**src/rtl/simple_dp_ram_sclk.sv**
```systemverilog
// rtl/simple_dp_ram_sclk.sv - single-clock simple dual-port RAM with optional write-first bypass
// One write port, one registered read port; the array itself is never reset.
module simple_dp_ram_sclk #(
   parameter int ADDR_WIDTH    = 1,
   parameter int DATA_WIDTH    = 1,
   parameter int ENABLE_BYPASS = 1
) (
   input  logic                  clk,
   input  logic                  rst_n,
   input  logic [DATA_WIDTH-1:0] din,
   input  logic [ADDR_WIDTH-1:0] waddr,
   input  logic                  we,
   input  logic [ADDR_WIDTH-1:0] raddr,
   input  logic                  re,
   output logic [DATA_WIDTH-1:0] dout
);

   localparam int DEPTH = 1 << ADDR_WIDTH;

   logic [DATA_WIDTH-1:0] mem [DEPTH];
   logic [DATA_WIDTH-1:0] rd_q;

   // No reset on the array so it maps onto block RAM; writes proceed even while rst_n is low.
   always_ff @(posedge clk) begin
      if (we) begin
         mem[waddr] <= din;
      end
   end

   always_ff @(posedge clk or negedge rst_n) begin
      if (!rst_n) begin
         rd_q <= '0;
      end else if (re) begin
         rd_q <= mem[raddr];
      end
   end

   generate
      if (ENABLE_BYPASS != 0) begin : g_bypass
         logic [DATA_WIDTH-1:0] din_q;
         logic                  byp_q;

         // Capture and flag only move with re, so a held read keeps showing the bypassed word.
         always_ff @(posedge clk or negedge rst_n) begin
            if (!rst_n) begin
               din_q <= '0;
               byp_q <= 1'b0;
            end else if (re) begin
               din_q <= din;
               byp_q <= we && (waddr == raddr);
            end
         end

         assign dout = byp_q ? din_q : rd_q;
      end else begin : g_no_bypass
         assign dout = rd_q;
      end
   endgenerate

endmodule

```
**config.mk**
```make
export PLATFORM = sky130hd
export DESIGN_NAME = simple_dp_ram_sclk
export DESIGN_NICKNAME = d
export VERILOG_FILES = /design/src/rtl/simple_dp_ram_sclk.sv
export SDC_FILE = /design/constraint.sdc
export NUM_CORES = 1
export LEC_CHECK = 0
export ABC_AREA = 0
export CAP_MARGIN = 20
export CORE_AREA = 2 2 39 41
export CTS_BUF_LIST = sky130_fd_sc_hd__clkbuf_16
export DETAILED_ROUTE_END_ITERATION = 6
export DIE_AREA = 0 0 41 43
export PLACE_DENSITY_LB_ADDON = 0.08
export SYNTH_ARGS = -nofsm -noshare
export SYNTH_HDL_FRONTEND = slang
export SYNTH_SLANG_ARGS = --single-unit
```
**constraint.sdc**
```tcl
create_clock -name clk -period 1.57 [get_ports clk]
set_clock_uncertainty 0.15 [all_clocks]
set_input_delay 0.314 -clock clk [delete_from_list [all_inputs] [get_ports clk]]
set_output_delay 0.314 -clock clk [all_outputs]
set_load 0.03 [all_outputs]
```
==> Word-level counts from Yosys, hierarchy flattened <==
Memories as Yosys holds them, arrays and structs flattened. A register that Yosys moved wholly into a read port is not among the register bits.
Index checks and enable logic that the tools add are counted.
{ "word_totals": {"romBits": 0, "out_inout_bits": 1, "word_cells": 9, "memories": 1, "inputBits": 7, "ramBits": 2, "reg_bits": 2, "latchBits": 0} }
{ "mem_list": {"columns": ["memory", "words", "word_bits", "rd", "rd_ports_with_merged_regs", "wr", "line", "source"], "rows": [
  ["mem", 2, 1, 1, 1, 1, "20", "logic [DATA_WIDTH-1:0] mem [DEPTH];"]
]} }
{ "classes": {"reduce_logical": 2, "mux": 3, "order_cmp": 0, "multipliers": 0, "n_addsub": 0, "n_eq_ne": 1, "n_bitwise": 0, "shift": 0, "n_div": 0} }
{ "ops": {"columns": ["op", "n"], "rows": [
  ["two-way mux 1 bit", 3],
  ["== test 1 bit", 1],
  ["logical AND 1 bit", 1],
  ["logical NOT 1 bit", 1]
]} }

==> Depth between registers and ports, before layout <==
Gate-level depths: netlist (run 1).
{ "depth": {"word_depth": 2, "ltp_mapped": 2, "depth_no_buf": 2} }

==> Least setup slack after synthesis (run 1) <==
No wires, ideal clock.
{ "synth_timing": {"path_type": "reg-to-output", "startpoint": "register g_bypass.byp_q", "endpoint": "output dout", "path_slack_ns": 0.371, "path_buffers": 0, "path_stages_with_launch": 2, "t_required_ns": 1.106, "arrival_ns": 0.735, "path_cell_list": "dfrtp_1 > mux2_2"} }
{ "synth_via": {"elab_chain_cells": 1} }
{ "synth_rtl": {"columns": ["item", "line", "source"], "rows": [
  ["start, declared", "41", "logic byp_q;"],
  ["start signal, assigned", "50", "byp_q <= we && (waddr == raddr);"],
  ["two-way mux 1 bit", "54", "assign dout = byp_q ? din_q : rd_q;"],
  ["end, declared", "15", "output logic [DATA_WIDTH-1:0] dout"]
]} }
Every way passes these cells.

==> Worst setup path after layout (run 1) <==
Same ends and word-level chain as after synthesis.

==> results of run 1 <==
==> power breakdown <==
group          internal (W)  total (W)  switching (W)
clock              0.000330   0.000413      0.0000834
combinational     0.0000347  0.0000601      0.0000255
sequential         0.000149   0.000154     0.00000469
==> state kept, by name, summed over array words and instances, names as in the netlist <==
register and cells:
g_bypass.byp_q 1, g_bypass.din_q 1, mem 2, rd_q 1
==> timing repair <==
item,CTS,global route
endpoints found under the hold margin,0,0
setup endpoints to repair,1,0
gates resized for setup,5,0
==> through the flow <==
stage                     hold slack (ns)  total power [W]  setup WS [ns]  utilization (%)  setup TNS, ns
final                              0.1240        0.0006271        0.04527            28.48              0
after global routing               0.1489        0.0006432        0.01997            28.48              0
after CTS                          0.1262        0.0006343        0.03585            28.48              0
after detailed placement           0.3628        0.0002207        -0.1399            23.15        -0.1399
after global placement             0.3645        0.0002209        -0.1330            23.15        -0.1330
after floorplan                   -0.1316        0.0001829         0.3707                -              0
==> logic make-up after synthesis <==
kind of cell / Yosys count / synth area share [%]
AOI/OAI and AO/OA: 2 / 5.232
xor gates and xnor gates: 1 / 4.071
buffers and inverters: 1 / 1.743
DFF: 5 / 62.79
muxes: 3 / 16.86
and+or+nand+nor: 4 / 9.303
==> cell type report <==
type                    instances  area share, %
repair buffers                  9          20.32
well taps                      16          5.079
clock buffers                   3          19.05
flip-flops and latches          5          34.29
inverters                       1         0.9524
multi-input cells              10          19.37
clock inverters                 1         0.9524
==> metal layers <==
metal / vias to the layer above / wire [um] / share of wire [%] / global-route usage (%)
met5: - / 0 / 0 / 0
met4: 0 / 0 / 0 / 10.00
met3: 0 / 23 / 5.2 / 2.094
met2: 4 / 236 / 53 / 8.750
met1: 74 / 185 / 42 / 6.885
li1: 80 / - / - / -
==> worst paths after layout <==
check / startpoint / to / cells after the start
hold reg to reg: rd_q$_DFFE_PN0P_ / rd_q$_DFFE_PN0P_ / 2
max in group asynchronous: rst_n / g_bypass.byp_q$_DFFE_PN0P_ / 1
setup / recovery: g_bypass.byp_q$_DFFE_PN0P_ / dout / 2
hold / removal: rst_n / rd_q$_DFFE_PN0P_ / 1
min in group clk: rd_q$_DFFE_PN0P_ / rd_q$_DFFE_PN0P_ / 2
setup reg to reg: g_bypass.din_q$_DFFE_PN0P_ / g_bypass.din_q$_DFFE_PN0P_ / 2
==> cells in the final DEF (no fill, tap or decap), drive strengths merged <==
cell type      Yosys  routed
buf                0       3
clkdlybuf4s50      0       6
clkbuf             0       3
mux2               2       2
mux2i              1       1
inv                1       2
nor2b              1       1
dfrtp              3       3
o22ai              1       1
nand2              1       1
edfxtp             2       2
and2               1       1
xor2               1       1
nor2               1       1
a21oi              1       1
==> impl_results.md, run 1 <==
* Worst-Margin Slew at 0.1317 ns
* CTS max path bufs at 2
* CTS tree: done
* CP Cell Sequence: mux2_2 > buf_2
* Layout Cells excl Fill at 45
* Top cell family by delay on the critical path: flip-flops
* Number of setup buffers added after CTS at 0
* FF-to-FF setup slack at 0.55 ns
* Gr usage total at 6.869%
* Wirelength, routed at 444 um
* Synth Warn # at 0
* GPL Wtd Cong at 0.6044
* Pin count of the biggest net entering global routing at 5
* Fin. Hold Viols at 0
* Area of the multi-input gates at 76.32 um^2
* Total gr overflow at 0
* Top cells by count, synth: 3 x dfrtp_1, 2 x edfxtp_1
* Seq cells post-synth at 5
* Worst Path Required at 1.11 ns
* Setup crit end kind: output pin
* Register Area at 135.1 um^2
* EDFF count, synth at 2
* Yosys top cell area share at 34.88%
* Fmax at 655.9 MHz
* Library cells used by synthesis at 13
* Register area share after synthesis at 62.79%
* Cts bufs inserted at 3
* Global-route wire length before repair at 717 um
* Async S/R FF share, synth at 60.00%
* Initial antenna violation count at 0
* Final period util at 97.12%
* Synth Instances at 16
* Placeable Area at 1384 um^2
* DR vias at 158
* Post-route DRC at 0
* Nets at 37
* Pins Over Slew Limit at 0
* Critical path class: flip-flop to output pin
* Fill cells at 144
* Final setup viols at 0
* Initial DRT Pass Iterations at 1
* Run status: finished clean
* Tmin final at 1.525 ns
* Netlist Area Pre-Place at 215.2 um^2
* Startpoint Class: flip-flop
* Diodes inserted at 0
* Cts-stage hold buffer count at 0
* Wirelength per Cell at 9.867 um
* DP Area at 320.3 um^2
* Buf/Inv on CP at 1
* HP Class: primary input to asynchronous set/reset pin
* Row count at 14
* Die X at 41 um
* Leakage at 0.1697 nW
* Top FF cell, synth: dfrtp_1
* Top-count cell post-synth: dfrtp_1
* Initial core utilization at 15.55%
* DIE AREA at 1763 um^2
* Slew Limit Headroom at 90.97%
* Area Growth Syn to Fin at 83.14%
* Pwr dens at 1591 nW/um^2
* # clock sinks at 5
* RSZ-0062 raised after global routing: false
* CP max FO at 2
* # port buffers at 7
* Number of vias per cell at 3.511
* VDD IR max at 0.4901 mV
* Critical-path top delay cell: dfrtp_1
* Design area at 394.1 um^2
* CP peak stage delay at 0.34 ns
* Die Y at 43 um
* H-tree depth at 1
* Area contributors post-synth: dfrtp_1 35%, edfxtp_1 28%, mux2_4 7.0%, mux2_2 5.2%, mux2i_1 4.7%
* Vias in the first global route at 184
* CP arrival at 1.06 ns
* Final ANT Viol Nets at 0
* Worst skew pair latency at 0.23 ns
* Max_cap viols at 0
* Syn_area_per_cell at 13.45 um^2
* Clk slew on worst S/H paths at 0.03 ns
* Drt initial violations at 0
* # IOs at 8
* Share of layout cells above drive strength 1 at 27.59%
* Area leader, netlist: dfrtp_1
* Cell Count Post-Placement at 41
* CTS root buf: clkbuf_16
* Syn Nets at 23
No activity file was read; power rests on OpenSTA's default activity.
==> inputs of run 2 (changes only) <==
--- a/config.mk
+++ b/config.mk
@@ -12,6 +12,7 @@
 export DETAILED_ROUTE_END_ITERATION = 6
 export DIE_AREA = 0 0 41 43
 export PLACE_DENSITY_LB_ADDON = 0.08
+export RECOVER_POWER = 100
 export SYNTH_ARGS = -nofsm -noshare
 export SYNTH_HDL_FRONTEND = slang
 export SYNTH_SLANG_ARGS = --single-unit
==> impl_results.md, run 2 (synthesis gave the netlist of run 1 again) <==
* Run status: finished clean
* VDD IR max at 0.4897 mV (about the same)
* R2R Path End: g_bypass.din_q$_DFFE_PN0P_
* CP max FO at 2 (unchanged)
* Gr usage total at 6.869% (unchanged)
* Wirelength per Cell at 9.711 um (-1.6%)
* Commonest non-fill, non-tap cell in the layout: dlygate4sd3_1
* Cts-stage hold buffer count at 0 (unchanged)
* CTS tree: done
* Setup WS post-layout at 0.03660 ns (-0.008671 ns)
* Number of vias per cell at 3.489 (-0.63%)
* RSZ-0062 raised after global routing: false
* Clk slew on worst S/H paths at 0.03 ns (about the same)
* Worst-Margin Slew at 0.1310 ns (-0.0007042 ns)
* H-tree depth at 1 (unchanged)
* Slew Limit Headroom at 91.02% (about the same)
* Post-route DRC at 0 (unchanged)
* Initial antenna violation count at 0 (unchanged)
* Row count at 14 (unchanged)
* CP arrival at 1.07 ns (about the same)
* Vias in the first global route at 184 (unchanged)
* Cts repair resizes at 5 (unchanged)
* Final setup viols at 0 (unchanged)
* Final ANT Viol Nets at 0 (unchanged)
* Dpl ws at -0.1399 ns (unchanged)
* Most frequent cells in the layout: 4 x dlygate4sd3_1, 3 x clkbuf_16, 3 x dfrtp_1
* Die Y at 43 um (unchanged)
* Top reg by flops: mem
* Final period util at 97.67% (+0.55 points)
* Pins Over Slew Limit at 0 (unchanged)
* Diodes inserted at 0 (unchanged)
* FF-to-FF setup slack at 0.53 ns (-0.02 ns)
* Tmin final at 1.533 ns (+0.008671 ns)
* Worst skew pair latency at 0.23 ns (about the same)
* Fmax at 652.1 MHz (-0.57%)
* Routed met1 length at 180 um (-2.7%)
* Pwr dens at 1594 nW/um^2 (+0.19%)
* CTS root buf: clkbuf_16
* Highest Signal Layer: met3
* Pin count of the biggest net entering global routing at 5 (unchanged)
* Number of setup buffers added after CTS at 0 (unchanged)
* Cell Count Post-Placement at 41 (unchanged)
* # IOs at 8 (unchanged)
* Worst-case reg-to-reg path depth at 2 (unchanged)
* Initial DRT Pass Iterations at 1 (unchanged)
* Max_cap viols at 0 (unchanged)
* Nets at 37 (unchanged)
* Placeable Area at 1384 um^2 (unchanged)
* Share of layout cells above drive strength 1 at 24.14% (-3.4 points)
* Cts bufs inserted at 3 (unchanged)
* Critical path class: flip-flop to output pin
* Routed wl met3 at 23 um (unchanged)
* GPL Wtd Cong at 0.6044 (unchanged)
* Startpoint Class: flip-flop
* # port buffers at 7 (unchanged)
* Setup crit end kind: output pin
* DR vias at 157 (-0.63%)
* DR WL met2 at 233 um (-1.3%)
* Worst reg2reg startpoint: g_bypass.din_q$_DFFE_PN0P_
* Worst Path Required at 1.11 ns (about the same)
* Max reg flops at 2 (unchanged)
* # clock sinks at 5 (unchanged)
* DIE AREA at 1763 um^2 (unchanged)
* HP Class: primary input to asynchronous set/reset pin
* Leakage at 0.1670 nW (-1.6%)
* Fin. Hold Viols at 0 (unchanged)
* Drt initial violations at 0 (unchanged)
* Layout Cells excl Fill at 45 (unchanged)
* Hold_ws at 0.1938 ns (+0.06982 ns)
* Initial core utilization at 15.55% (unchanged)
* CTS max path bufs at 2 (unchanged)
* Total gr overflow at 0 (unchanged)
* Die X at 41 um (unchanged)
* Global-route wire length before repair at 717 um (unchanged)
* Wirelength, routed at 437 um (-1.6%)
* Area Growth Syn to Fin at 81.40%
## run 2: cell types whose count changed in the layout (fill, tap and decap cells not counted), sizes merged
cell and delta:
buf -1, clkbuf +1, clkdlybuf4s50 -4, dlygate4sd3 +4
## run 2: final cells by class
class                   instances  area (um^2)
clock buffers                   3        75.07
clock inverters                 1        3.754
fillers                       145        993.5
inverters                       1        3.754
multi-input cells              10        72.57
flip-flops and latches          5        135.1
well taps                      16        20.02
repair buffers                  9        80.08
## run 2: per-stage QoR
step | util (%) | total power (W) | TNS (ns) | cell area, um^2
6_report | 28.21 | 0.0006223 | 0 | 390.4
5_1_grt | 28.21 | 0.0006383 | 0 | 390.4
4_1_cts | 28.48 | 0.0006343 | 0 | 394.1
3_5_place_dp | 23.15 | 0.0002207 | -0.1399 | 320.3
3_3_place_gp | 23.15 | 0.0002209 | -0.1330 | 320.3
2_1_floorplan | - | 0.0001829 | 0 | 215.2
## run 2: report_power, final
| group | internal [W] | total, W | switching (W) |
|---|---|---|---|
| registers | 0.000149 | 0.000154 | 0.00000466 |
| logic | 0.0000303 | 0.0000553 | 0.0000250 |
| clock network | 0.000330 | 0.000413 | 0.0000834 |
| total | 0.000509 | 0.000622 | 0.000113 |
## run 2: worst max-delay path by stage
stage / from / endpoint / slack (ns)
2_1_floorplan: g_bypass.byp_q$_DFFE_PN0P_ / dout / 0.37
4_1_cts: g_bypass.byp_q$_DFFE_PN0P_ / dout / 0.04
5_1_grt: g_bypass.byp_q$_DFFE_PN0P_ / dout / 0.01
3_3_place_gp: g_bypass.byp_q$_DFFE_PN0P_ / dout / -0.13
3_5_place_dp: g_bypass.byp_q$_DFFE_PN0P_ / dout / -0.14
6_report: g_bypass.byp_q$_DFFE_PN0P_ / dout / 0.04
## run 2: routing by layer
layer,global-route usage [%],up-vias
li1,-,80
met1,6.885,73
met2,8.750,4
met3,2.094,0
met4,10.00,0
met5,0,-
## run 2: worst max-delay path, cell delays in order, from the launching register on
cell and delay [ns]:
dfrtp_1 0.34, mux2_2 0.33, clkbuf_2 0.18
